`config.mk`:
```
export PLATFORM = sky130hd
export DESIGN_NAME = timer_reg_if
export DESIGN_NICKNAME = d
export VERILOG_FILES = /design/src/rtl/timer_reg_if.sv
export SDC_FILE = /design/constraint.sdc
export NUM_CORES = 1
export LEC_CHECK = 0
export ABC_CLOCK_PERIOD_IN_PS = 5100
export CORE_UTILIZATION = 44
export DETAILED_ROUTE_END_ITERATION = 10
export PLACE_DENSITY = 0.86
export SLEW_MARGIN = 25
export SYNTH_ARGS = -nofsm -noshare
export SYNTH_HDL_FRONTEND = slang
export SYNTH_SLANG_ARGS = --single-unit
export TNS_END_PERCENT = 10
```
`constraint.sdc`:
```
create_clock -name pclk -period 5.1 [get_ports pclk]
set_clock_uncertainty 0.05 [all_clocks]
set_input_delay 0.765 -clock pclk [delete_from_list [all_inputs] [get_ports pclk]]
set_output_delay 0.765 -clock pclk [all_outputs]
set_load 0.02 [all_outputs]
```
`src/rtl/timer_reg_if.sv`:
```
// APB-style register block for an 8-bit timer: TDR, TCR, TSR (W1C), TIER.
// Define TIMER_REG_PSLVERR_EN to flag accesses above 0x03 with pslverr.
module timer_reg_if (
   input  logic       pclk,
   input  logic       preset,
   input  logic       psel,
   input  logic       penable,
   input  logic       pwrite,
   input  logic [7:0] paddr,
   input  logic [7:0] pwdata,
   output logic       pready,
   output logic [7:0] prdata,
   output logic       pslverr,
   input  logic       ovf_set,
   input  logic       udf_set,
   output logic [7:0] tdr,
   output logic       load,
   output logic       dw,
   output logic       en,
   output logic [1:0] cks,
   output logic       tmr_int
);

   typedef enum logic [1:0] {
      S_IDLE,
      S_SETUP,
      S_WAIT,
      S_ACCESS
   } state_t;

   state_t     state_q, state_d;
   logic [7:0] tdr_q, tdr_d;
   logic [7:0] tcr_q, tcr_d;
   logic [1:0] tsr_q, tsr_d;
   logic [1:0] tier_q, tier_d;
   logic       int_q, int_d;

   logic       in_acc;
   logic       addr_ok;
   logic       wr_en;
   logic [1:0] tsr_clr;
   logic [7:0] rdata;

   assign in_acc  = (state_q == S_ACCESS) & psel & penable;
   assign addr_ok = (paddr[7:2] == 6'd0);
   assign wr_en   = in_acc & pwrite & addr_ok;

   // Transfer sequencing: one setup, one wait, one access cycle
   always_comb begin
      state_d = state_q;
      unique case (state_q)
         S_IDLE: begin
            if (psel & ~penable) state_d = S_SETUP;
         end
         S_SETUP: begin
            if (~psel)        state_d = S_IDLE;
            else if (penable) state_d = S_WAIT;
         end
         S_WAIT: begin
            if (~psel) state_d = S_IDLE;
            else       state_d = S_ACCESS;
         end
         S_ACCESS: begin
            state_d = S_IDLE;
         end
         default: state_d = S_IDLE;
      endcase
   end

   // Register read mux; unmapped bits read as zero
   always_comb begin
      rdata = 8'h00;
      unique case (paddr[1:0])
         2'd0: rdata = tdr_q;
         2'd1: rdata = tcr_q;
         2'd2: rdata = {6'd0, tsr_q};
         2'd3: rdata = {6'd0, tier_q};
         default: rdata = 8'h00;
      endcase
   end

   assign pready = (state_q == S_ACCESS);
   assign prdata = (in_acc & ~pwrite & addr_ok) ? rdata : 8'h00;

`ifdef TIMER_REG_PSLVERR_EN
   assign pslverr = in_acc & ~addr_ok;
`else
   assign pslverr = 1'b0;
`endif

   // Next register values; hardware set wins over W1C clear
   always_comb begin
      tdr_d   = tdr_q;
      tcr_d   = tcr_q;
      tier_d  = tier_q;
      tsr_clr = 2'b00;
      if (wr_en) begin
         unique case (paddr[1:0])
            2'd0: tdr_d   = pwdata;
            2'd1: tcr_d   = pwdata & 8'hB3;
            2'd2: tsr_clr = pwdata[1:0];
            2'd3: tier_d  = pwdata[1:0];
            default: ;
         endcase
      end
      tsr_d = (tsr_q & ~tsr_clr) | {udf_set, ovf_set};
      int_d = |(tsr_q & tier_q);
   end

   // State and register update with synchronous reset
   always_ff @(posedge pclk) begin
      if (preset) begin
         state_q <= S_IDLE;
         tdr_q   <= 8'h00;
         tcr_q   <= 8'h00;
         tsr_q   <= 2'b00;
         tier_q  <= 2'b00;
         int_q   <= 1'b0;
      end else begin
         state_q <= state_d;
         tdr_q   <= tdr_d;
         tcr_q   <= tcr_d;
         tsr_q   <= tsr_d;
         tier_q  <= tier_d;
         int_q   <= int_d;
      end
   end

   assign tdr     = tdr_q;
   assign load    = tcr_q[7];
   assign dw      = tcr_q[5];
   assign en      = tcr_q[4];
   assign cks     = tcr_q[1:0];
   assign tmr_int = int_q;

endmodule
```
**After elaboration in Yosys (flattened, before gate mapping)**

Cells that the tools add are included.
W data, S select, Z words.

- Register bits after elaboration: 20
- Bits of input ports: 23
- Word-level logic and storage cells: 44

- Equality and inequality tests: 8
- Mux-type cells: 9
- Bitwise operators: 13
- Reductions and logical operators: 8

Operator list:

| operator | number |
|---|---|
| $pmux W8 S4 | 1 |
| $mux W2 | 6 |
| $eq A2 B2 Y1 const B | 4 |
| $mux W8 | 1 |
| $pmux W2 S4 | 1 |
| $reduce_and A2 Y1 | 4 |
| $and A1 B1 Y1 | 7 |
| $logic_not A6 Y1 | 1 |
| $and A2 B2 Y2 | 2 |
| $eq A2 B1 Y1 const B | 2 |
| $logic_not A2 Y1 | 2 |
| $ne A3 B3 Y1 const B | 1 |
| $ne A2 B2 Y1 const B | 1 |
| $not A1 Y1 | 2 |
| $not A2 Y2 | 1 |
| $or A2 B2 Y2 | 1 |
| $reduce_or A2 Y1 | 1 |

**Logic depth before layout (Yosys ltp)**

- Depth in word-level cells: 9
- Mapped depth: 4
- Gate-level depth less buffers: 3

**Worst setup path before layout**

No wires, ideal clock.

- Path kind: input to output
- Start point: input port paddr[5]
- End point: output port prdata[2]
- Arrival time: 2023 ps
- Required time: 4285 ps
- Setup slack: 2262 ps
- Cell stages on the path: 3
- Path through: or4_4 -> nor4_1 -> and3_1

- Word-level cells in the longest chain between the ends: 3

Ends and longest elaborated chain:

| element | RTL line | text |
|---|---|---|
| start, declared | 9 | `input logic [7:0] paddr,` |
| $logic_not A6 Y1 | 45 | `assign addr_ok = (paddr[7:2] == 6'd0);` |
| $and A1 B1 Y1 | 83 | `assign prdata = (in_acc & ~pwrite & addr_ok) ? rdata : 8'h00;` |
| $mux W8 | 83 |  |
| end, declared | 12 | `output logic [7:0] prdata,` |

No other way between the ends.

**Worst setup path after layout**

- Start point: input port paddr[5]
- End point: output port prdata[6]

Same word-level chain as after synthesis.

==> impl_metrics.csv <==
group,metric,value,unit
outcome,status,"complete, no violations",
die,initial_core_util,0.4756,
pwr,pwr_density_cell,210.4,mW/mm²
timing,whs,451.5,ps
timing,setup_viol_count_final,0,
die,coreArea,0.002233,mm²
clock_tree,clkLatencyLatePin,320,ps
die,die_h,51.14,µm
final_layout,layout_common_cells,"clkdlybuf4s50_1 (45), nand2b_1 (24), dfxtp_1 (20)",
synthesis,syn_inst,110,
critical_path,crit_buf_inv,2,
critical_path,worst-setup-path-type,"in2out",
timing,tns,0,ps
critical_path,crit_arrival,3320,ps
clock_tree,cts.sinks,20,
pwr,vdd_drop_max,0.1504,mV
run,cap_violations,0,
final_layout,areaGrowthSynthToFinish,48.41,%
clock_tree,hold_buffers,0,
routing,drcViolationCount,0,
die,die_w,51.14,µm
final_layout,design_area,0.001577,mm²
hold_path,worstHoldPathType,"reg2reg",
place,dp_slack,968.8,ps
routing,dr.pass1.iters,4,
critical_path,critical_path.max_fanout,5,
timing,max_slew_margin,0.4780,
routing,drt-total-wl,2522,µm
clock_tree,clk_pin_slew_worst_paths,120,ps
clock_tree,cts_max_path_buffers,2,
critical_path,path_cells,"clkdlybuf4s50_1, or4_4, nor4_1, and3_1, clkdlybuf4s50_1",
timing,layout_setup_ws,968.5,ps
clock_tree,cts-root-buf,"clkbuf_4",
die,row_count,17,
synthesis,synth_nets,133,
critical_path,critical-path-top-delay-family,"simple AND/OR/NAND/NOR gates",
die,die_area,0.002615,mm²
final_layout,antenna_cells,0,
clock_tree,h-tree-depth,1,
synthesis,ys.warnings.count,0,
timing,maxSlewViolCount,0,
global_route,grt_max_degree,28,
timing,post-route-period-util,0.8101,
critical_path,slowest_delay,670,ps
place,place_area,0.001524,mm²
final_layout,drive_gt1_frac,0.07143,
routing,wl_per_cell,13.86,µm
global_route,overflow,0,
clock_tree,cts_buffers,3,
critical_path,critPathMostFrequentCell,"clkdlybuf4s50_1",
global_route,grt_pass1_wl,4347,µm
pwr,leakagePower,0.0006069,µW
synthesis,synth.avg_cell_area,9.657,µm²
final_layout,final_nets,178,
critical_path,crit_path_start_kind,"input port",
synthesis,ys_ff_latch,20,
synthesis,synthDistinctLibCells,30,
routing,vias_per_cell,5.302,
place,place_hpwl,1837,µm
routing,drtIter0Drc,7,
place,globalplace.congestion,0.7556,
final_layout,fillers,177,
routing,vias,965,
global_route,antenna_found_initial,0,
final_layout,final_common_cell,"clkdlybuf4s50_1",
place,port_buffers,45,
routing,final_antenna_net_count,0,
critical_path,crit_slowest_cell,"nor4_1",
timing,period_needed,4132,ps
synthesis,yosysSeqAreaShare,0.3769,
clock_tree,cts_tree,"built",
global_route,grt_pass1_vias,1007,
clock_tree,cts_resized,0,
clock_tree,cts_setup_buffers,0,
global_route,grt_usage,0.2240,
critical_path,required,4280,ps
die,io-pin-count,47,
timing,finalHoldViolCount,0,
timing,max_freq,0.2420,GHz
timing,worst_pin_slew,775.9,ps
critical_path,end_kind,"output pin",
timing,rsz0062_at_grt,"false",
synthesis,netlist_area,0.001062,mm²
==> layout make-up <==
class,count,area (µm²),area share
well taps,28,35.03,0.02222
multi-input cells,83,630.6,0.4000
inverters,2,7.507,0.004762
flip-flops and latches,20,400.4,0.2540
clock buffers,3,22.52,0.01429
repair buffers,45,450.4,0.2857
clock inverters,1,30.03,0.01905
==> where the power goes <==
| part | switching, µW | internal [µW] |
|---|---|---|
| sequential | 1.44 | 158 |
| clock | 54.9 | 79.6 |
| combinational | 14.5 | 23.5 |
| total | 70.8 | 261 |
==> final timing paths <==
| check | cells after the start | slack [ps] | endpoint | startpoint |
|---|---|---|---|---|
| worst min register to register | 2 | 450 | tcr_q[0] | tcr_q[0] |
| worst max-delay path | 5 | 970 | prdata[6] | paddr[5] |
| worst min-delay path | 2 | 450 | tcr_q[0] | tcr_q[0] |
| worst max register to register | 3 | 3390 | tdr[5] | state_q[0] |
==> worst min-delay path: stages, from the launching register on <==
cell and delay, ps:
dfxtp_1 340, nand2b_1 70, mux2i_1 60
==> metal layers <==
layer / up-vias / global-route usage / part of all wire
met5: - / 0 / 0
met4: 0 / 0.1204 / 0.029
met3: 7 / 0.04762 / 0.048
met2: 32 / 0.3947 / 0.50
met1: 455 / 0.2482 / 0.43
li1: 471 / - / -
==> state kept, by name, summed over array words and instances (netlist names) <==
name / cells
tdr: 8
tcr_q: 5
state_q: 2
tier_q: 2
tsr_q: 2
tmr_int: 1
==> Yosys cell counts <==
cell,number,area [µm²]
a31oi_1,2,12.51
or4_4,1,11.26
nor2_1,8,30.03
and3b_1,1,8.760
or3b_2,1,8.760
clkbuf_1,3,11.26
nand3_1,1,5.000
and4_1,1,8.760
dfxtp_1,20,400.4
mux2_2,1,11.26
nor2b_1,1,6.260
or4_1,1,7.510
and2_1,3,18.77
nand3b_1,1,7.510
inv_1,2,7.510
buf_2,1,5.000
conb_1,1,3.750
buf_4,1,7.510
nor3_1,1,5.000
mux2i_1,18,180.2
and3_1,3,18.77
nand2_1,1,3.750
nor4_4,1,21.27
nand4_1,3,18.77
mux4_2,2,45.04
o21bai_1,2,15.01
nand2b_1,24,150.1
or2_2,1,6.260
a22oi_1,1,7.510
nor4_1,3,18.77
==> kinds of logic (layout without fill, tap and decap cells) <==
kind of cell | count (synthesis) | in the layout | synth area share
compound gates | 5 | 5 | 0.03298
other cells | 1 | 1 | 0.003530
flops | 20 | 20 | 0.3769
buf+inv | 7 | 51 | 0.02945
simple gates | 56 | 56 | 0.3345
mux | 21 | 21 | 0.2226
==> through the flow <==
step	instances	total power, µW	util
final	182	331.7	0.7059
after global routing	182	342.4	0.7059
after CTS	182	332.1	0.7059
after detailed placement	178	200.4	0.6824
after global placement	178	199.2	0.6824
after floorplan	110	179.4	-
(Power assumes the default switching activity.)
